File: config.mk
export PLATFORM = sky130hd
export DESIGN_NAME = strip_output_stage
export DESIGN_NICKNAME = d
export VERILOG_FILES = /design/src/rtl/strip_output_stage.sv
export SDC_FILE = /design/constraint.sdc
export NUM_CORES = 2
export LEC_CHECK = 0
export CAP_MARGIN = 15
export CORE_MARGIN = 2
export CORE_UTILIZATION = 35
export CTS_CLUSTER_DIAMETER = 40
export DETAILED_ROUTE_END_ITERATION = 7
export PLACE_DENSITY = 0.58
export RECOVER_POWER = 25
export SYNTH_ARGS = -nofsm -noshare
export SYNTH_HDL_FRONTEND = slang
export SYNTH_SLANG_ARGS = --single-unit
export TNS_END_PERCENT = 50
File: constraint.sdc
create_clock -name clk -period 15.47 [get_ports clk]
set_input_delay 3.094 -clock clk [delete_from_list [all_inputs] [get_ports clk]]
set_output_delay 3.094 -clock clk [all_outputs]
set_load 0.1 [all_outputs]
File: src/rtl/strip_output_stage.sv
// Channel-strip output stage: applies a ramped Q2.14 gain to the wide filter
// result, rounds and saturates to 16-bit PCM, and keeps clip/peak statistics
// for the front-panel meter. One sample in flight at a time (4-state FSM).
module strip_output_stage #(
    parameter int IN_W      = 48,
    parameter int SHIFT     = 14,
    parameter int RAMP_STEP = 64,
    parameter int PEAK_HOLD = 48000
) (
    input  logic                   clk,
    input  logic                   reset_n,
    input  logic                   in_valid,
    output logic                   in_ready,
    input  logic signed [IN_W-1:0] in_data,
    input  logic [15:0]            gain,
    input  logic                   mute,
    output logic                   out_valid,
    input  logic                   out_ready,
    output logic signed [15:0]     out_data,
    output logic                   clip,
    output logic [15:0]            clip_count,
    output logic [14:0]            peak,
    input  logic                   clear_stats
);

    localparam int PROD_W = IN_W + 17;
    localparam int HOLD_W = $clog2(PEAK_HOLD + 1);

    localparam logic [15:0]              STEP      = 16'(RAMP_STEP);
    localparam logic signed [PROD_W-1:0] ROUND_ADD = PROD_W'(1) <<< (SHIFT - 1);
    localparam logic signed [PROD_W-1:0] PCM_MAX   = PROD_W'(32767);
    localparam logic signed [PROD_W-1:0] PCM_MIN   = PROD_W'(-32768);
    localparam logic [HOLD_W-1:0]        HOLD_LAST = HOLD_W'(PEAK_HOLD - 1);

    typedef enum logic [1:0] {
        IDLE = 2'd0,
        MUL  = 2'd1,
        SAT  = 2'd2,
        HOLD = 2'd3
    } state_t;

    state_t                   state_reg;
    logic                     in_ready_reg;
    logic                     out_valid_reg;
    logic signed [IN_W-1:0]   data_reg;
    logic [15:0]              g_lat_reg;
    logic [15:0]              g_eff_reg;
    logic signed [PROD_W-1:0] prod_reg;
    logic signed [15:0]       out_data_reg;
    logic                     clip_reg;
    logic [15:0]              clip_count_reg;
    logic [14:0]              peak_reg;
    logic [HOLD_W-1:0]        hold_cnt_reg;

    logic [15:0]              target;
    logic [15:0]              g_ramp;
    logic signed [PROD_W-1:0] mul_a;
    logic signed [PROD_W-1:0] mul_b;
    logic signed [PROD_W-1:0] rounded;
    logic signed [PROD_W-1:0] shifted;
    logic signed [15:0]       sat_val;
    logic [15:0]              sat_neg;
    logic                     clip_next;
    logic [14:0]              abs_val;

    assign target = mute ? 16'd0 : gain;

    // Next effective gain: step toward target by at most STEP per accepted sample.
    always_comb begin
        g_ramp = g_eff_reg;
        if (target > g_eff_reg) begin
            if ((target - g_eff_reg) > STEP) g_ramp = g_eff_reg + STEP;
            else                             g_ramp = target;
        end else if (target < g_eff_reg) begin
            if ((g_eff_reg - target) > STEP) g_ramp = g_eff_reg - STEP;
            else                             g_ramp = target;
        end
    end

    // Both operands sign-extended to the full product width; the true product always fits.
    assign mul_a = PROD_W'(data_reg);
    assign mul_b = PROD_W'($signed({1'b0, g_lat_reg}));

    // Round half toward +inf, drop fraction bits, clamp to 16-bit PCM, derive |out| for the meter.
    always_comb begin
        rounded   = prod_reg + ROUND_ADD;
        shifted   = rounded >>> SHIFT;
        sat_val   = shifted[15:0];
        clip_next = 1'b0;
        if (shifted > PCM_MAX) begin
            sat_val   = 16'sh7FFF;
            clip_next = 1'b1;
        end else if (shifted < PCM_MIN) begin
            sat_val   = -16'sh8000;
            clip_next = 1'b1;
        end
        sat_neg = -sat_val;
        if (!sat_val[15])               abs_val = sat_val[14:0];
        else if (sat_val == -16'sh8000) abs_val = 15'h7FFF;
        else                            abs_val = sat_neg[14:0];
    end

    // Sample FSM: accept, multiply, round/saturate, hold until downstream takes it.
    always_ff @(posedge clk or negedge reset_n) begin
        if (!reset_n) begin
            state_reg     <= IDLE;
            in_ready_reg  <= 1'b1;
            out_valid_reg <= 1'b0;
            data_reg      <= '0;
            g_lat_reg     <= '0;
            g_eff_reg     <= '0;
            prod_reg      <= '0;
            out_data_reg  <= '0;
            clip_reg      <= 1'b0;
        end else begin
            case (state_reg)
                IDLE: begin
                    if (in_valid) begin
                        data_reg     <= in_data;
                        g_lat_reg    <= g_eff_reg;
                        g_eff_reg    <= g_ramp;
                        in_ready_reg <= 1'b0;
                        state_reg    <= MUL;
                    end
                end
                MUL: begin
                    prod_reg  <= mul_a * mul_b;
                    state_reg <= SAT;
                end
                SAT: begin
                    out_data_reg  <= sat_val;
                    clip_reg      <= clip_next;
                    out_valid_reg <= 1'b1;
                    state_reg     <= HOLD;
                end
                HOLD: begin
                    if (out_ready) begin
                        out_valid_reg <= 1'b0;
                        in_ready_reg  <= 1'b1;
                        state_reg     <= IDLE;
                    end
                end
                default: state_reg <= IDLE;
            endcase
        end
    end

    // Meter statistics; a clear wins over the update of the same cycle.
    always_ff @(posedge clk or negedge reset_n) begin
        if (!reset_n) begin
            clip_count_reg <= '0;
            peak_reg       <= '0;
            hold_cnt_reg   <= '0;
        end else if (clear_stats) begin
            clip_count_reg <= '0;
            peak_reg       <= '0;
            hold_cnt_reg   <= '0;
        end else if (state_reg == SAT) begin
            if (clip_next && (clip_count_reg != 16'hFFFF))
                clip_count_reg <= clip_count_reg + 16'd1;
            if (abs_val > peak_reg) begin
                peak_reg     <= abs_val;
                hold_cnt_reg <= '0;
            end else if (hold_cnt_reg == HOLD_LAST) begin
                peak_reg     <= abs_val;
                hold_cnt_reg <= '0;
            end else begin
                hold_cnt_reg <= hold_cnt_reg + HOLD_W'(1);
            end
        end
    end

    assign in_ready   = in_ready_reg;
    assign out_valid  = out_valid_reg;
    assign out_data   = out_data_reg;
    assign clip       = clip_reg;
    assign clip_count = clip_count_reg;
    assign peak       = peak_reg;

endmodule

==> summary.md <==
| Metric | Value |
|---|---|
| Synth warnings | `0` |
| Routed length per instance | `18.16 um` |
| Layout cells sized above 1 | `~4.8%` |
| Seq cells post-synth | `200` |
| Dpl hpwl | `around 80 mm` |
| 1st-pass router iterations | `6` |
| Post-synth EDFFs | `0` |
| CP max-delay cell | `clkbuf_1` |
| CTS Buf Count | `17` |
| CP arrival | `around 9.2 ns` |
| Initial core utilization | `35.24%` |
| Total clock sinks | `200` |
| Avg Cell Area, Syn | `8.961 um2` |
| Fin crit share | `62.71%` |
| Yosys top cell by area | `fa_1` |
| Max Freq | `0.1031 GHz` |
| Hold_ws | `~0.49 ns` |
| Worst path depth | `2` |
| Met1 Track Usage GR | `25.89%` |
| Cells along the critical path | `clkbuf_1 > clkbuf_1` |
| Synth async-reset ratio | `100.0%` |
| Required time of the critical path | `roughly 15 ns` |
| Failing checks | `max-capacitance violations, max-slew violations` |
| Syn Nets | `around 5200` |
| Max cap viols | `3` |
| Min-delay src | `g_lat_reg[14]` |
| Final ANT Viol Nets | `0` |
| FF-to-FF setup slack | `about 7.0 ns` |
| First-pass GRT wire length | `170.1 mm` |
| Synth unique cells | `between 80 and 90` |
| All-Layer GR Usage | `between 10% and 20%` |
| Clk Latency, worst-skew pair | `~0.55 ns` |
| M3 GR Usage | `2.586%` |
| DR vias | `28330` |
| Clock Path Buffers | `2` |
| Reg-to-reg endpoint | `prod_reg[64]` |
| H-tree levels | `4` |
| DR vias/cell | `5.072` |
| Mapped Area | `between 30000 and 40000 um2` |
| Met2 Resource Use GR | `about a third` |
| Clk root buf | `clkbuf_16` |
| RSZ-0062 raised after global routing | `false` |
| Largest net degree at the start of global routing | `79` |
| Routed WL | `around 100 mm` |
| Worst-Margin Slew | `4.451 ns` |
| Fin worst setup slack | `5.769 ns` |
| Residual DRC | `0` |
| Relative slew slack | `-196.8%` |
| Post-Synthesis Cells | `around 4200` |
| IO Pins | `120` |
| CP endpoint kind | `async pin` |
| Critical path class | `in -> async` |
| Clock Skews | `0.03227 ns` |
| Clk slew on worst S/H paths | `0.08 ns` |
| CTS tree | `done` |
| Startpoint type of the worst setup path | `input pin` |
| Global route overflow | `0` |
| Largest cells by area after synthesis | `fa_1, dfrtp_1, inv_1` |
| Critical path's top delay family | `buffers and inverters` |
| Min-delay worst type | `reg -> reg` |
| Setup Fix Bufs, Post-CTS | `0` |
| Buf/Inv on CP | `2` |
| Crit path launch | `reset_n` |
| Status | `complete, but fails checks` |
| Die Width | `332.1 um` |
| Final hold viol count | `0` |
| Worst reg2reg path depth | `25` |
| Placeable Area | `106900 um2` |
| Largest stage delay, worst path | `3.04 ns` |
| Critical Path Fanout Max | `78` |
| Vias in the first global route | `30780` |
| Post-synth top area share | `roughly 38%` |
| Placer Congestion | `0.8739` |
| Die Ht | `between 300 and 400 um` |
| Initial antenna violation count | `0` |
| Reg2reg start | `g_lat_reg[9]` |
| GRT Max-Usage Layer | `met2` |
| Most common cell after layout, fill and taps aside | `inv_1` |
| Max FFs per register | `52` |
| Row count | `120` |
| Register area share after synthesis | `13.29%` |
| Final critical-path required period | `around 9.7 ns` |
| Leading cell types in the layout, fill and taps excluded | `inv_1, fa_1, nand2_1` |
| P&R area growth vs syn | `8.061%` |
| Initial drt markers | `1802` |
| Top cell by count, worst path | `clkbuf_1` |
| PortBufs | `119` |
| Crit path capture | `g_lat_reg[9]` |
| Most used DFF post-synth | `dfrtp_1` |
| Setup TNS | `0 ns` |
| Final-report max-slew violation count | `205` |
| Die area | `between 100000 and 150000 um2` |
| PostCTS Resize Cnt | `0` |
| Nets | `5152` |
| Hold buffers post-CTS | `0` |
| Setup violators final | `0` |
| Place WS | `7.047 ns` |
-- layout make-up --
cell class,instances,area [um2]
fillers,10960,66190
multi-input cells,2951,28690
flip-flops and latches,200,5020
inverters,841,3157
well taps,1403,1755
repair buffers,156,1455
clock buffers,19,452.9
clock inverters,13,172.7
diodes,3,7.507
-- through the flow --
stage	std cells	utilization, %	instance area, um2
after global routing	5583	38.07	40700
final	5586	38.08	40710
after global placement	5551	37.51	40100
after detailed placement	5551	37.51	40100
after floorplan	4204	-	37670
after CTS	5583	38.10	40730
-- worst min-delay path by stage --
stage	to	slack (ns)	depth (start not counted)
floorplan	hold_cnt_reg[1]	0.47	2
global route	out_data[14]	0.51	1
CTS	g_lat_reg[14]	0.49	2
finish	g_lat_reg[14]	0.49	2
global placement	g_lat_reg[13]	0.47	2
detailed placement	g_lat_reg[14]	0.47	2
-- routing by layer --
metal,vias to the layer above,wire [um]
met4,0,3109
met1,14490,44030
li1,12920,-
met3,135,5479
met2,786,48800
met5,-,0
-- cell families (layout without fill, tap and decap cells) --
| group | Yosys count | in the layout | synth area share, % |
|---|---|---|---|
| buffers and inverters | 1053 | 1029 | 10.57 |
| DFF | 200 | 200 | 13.29 |
| adders and majority gates | 915 | 915 | 44.58 |
| xor gates and xnor gates | 126 | 126 | 2.929 |
| muxes | 111 | 111 | 3.258 |
| other | 0 | 3 | 0 |
| and+or+nand+nor | 1360 | 1360 | 17.60 |
| AOI/OAI and AO/OA | 439 | 439 | 7.775 |
-- synthesized netlist by cell type (47+ instances only) --
library cell / count
a21oi_1: 109
and2_1: 280
clkbuf_1: 187
dfrtp_1: 199
fa_1: 712
ha_1: 203
inv_1: 839
mux2_2: 93
nand2_1: 635
nand3_1: 60
nand4_1: 47
nor2_1: 111
nor3_1: 54
o21ai_0: 92
xnor2_1: 86
Power is not shown: default switching activity piles up to over one toggle a cycle in this logic, so the estimate is an artifact.
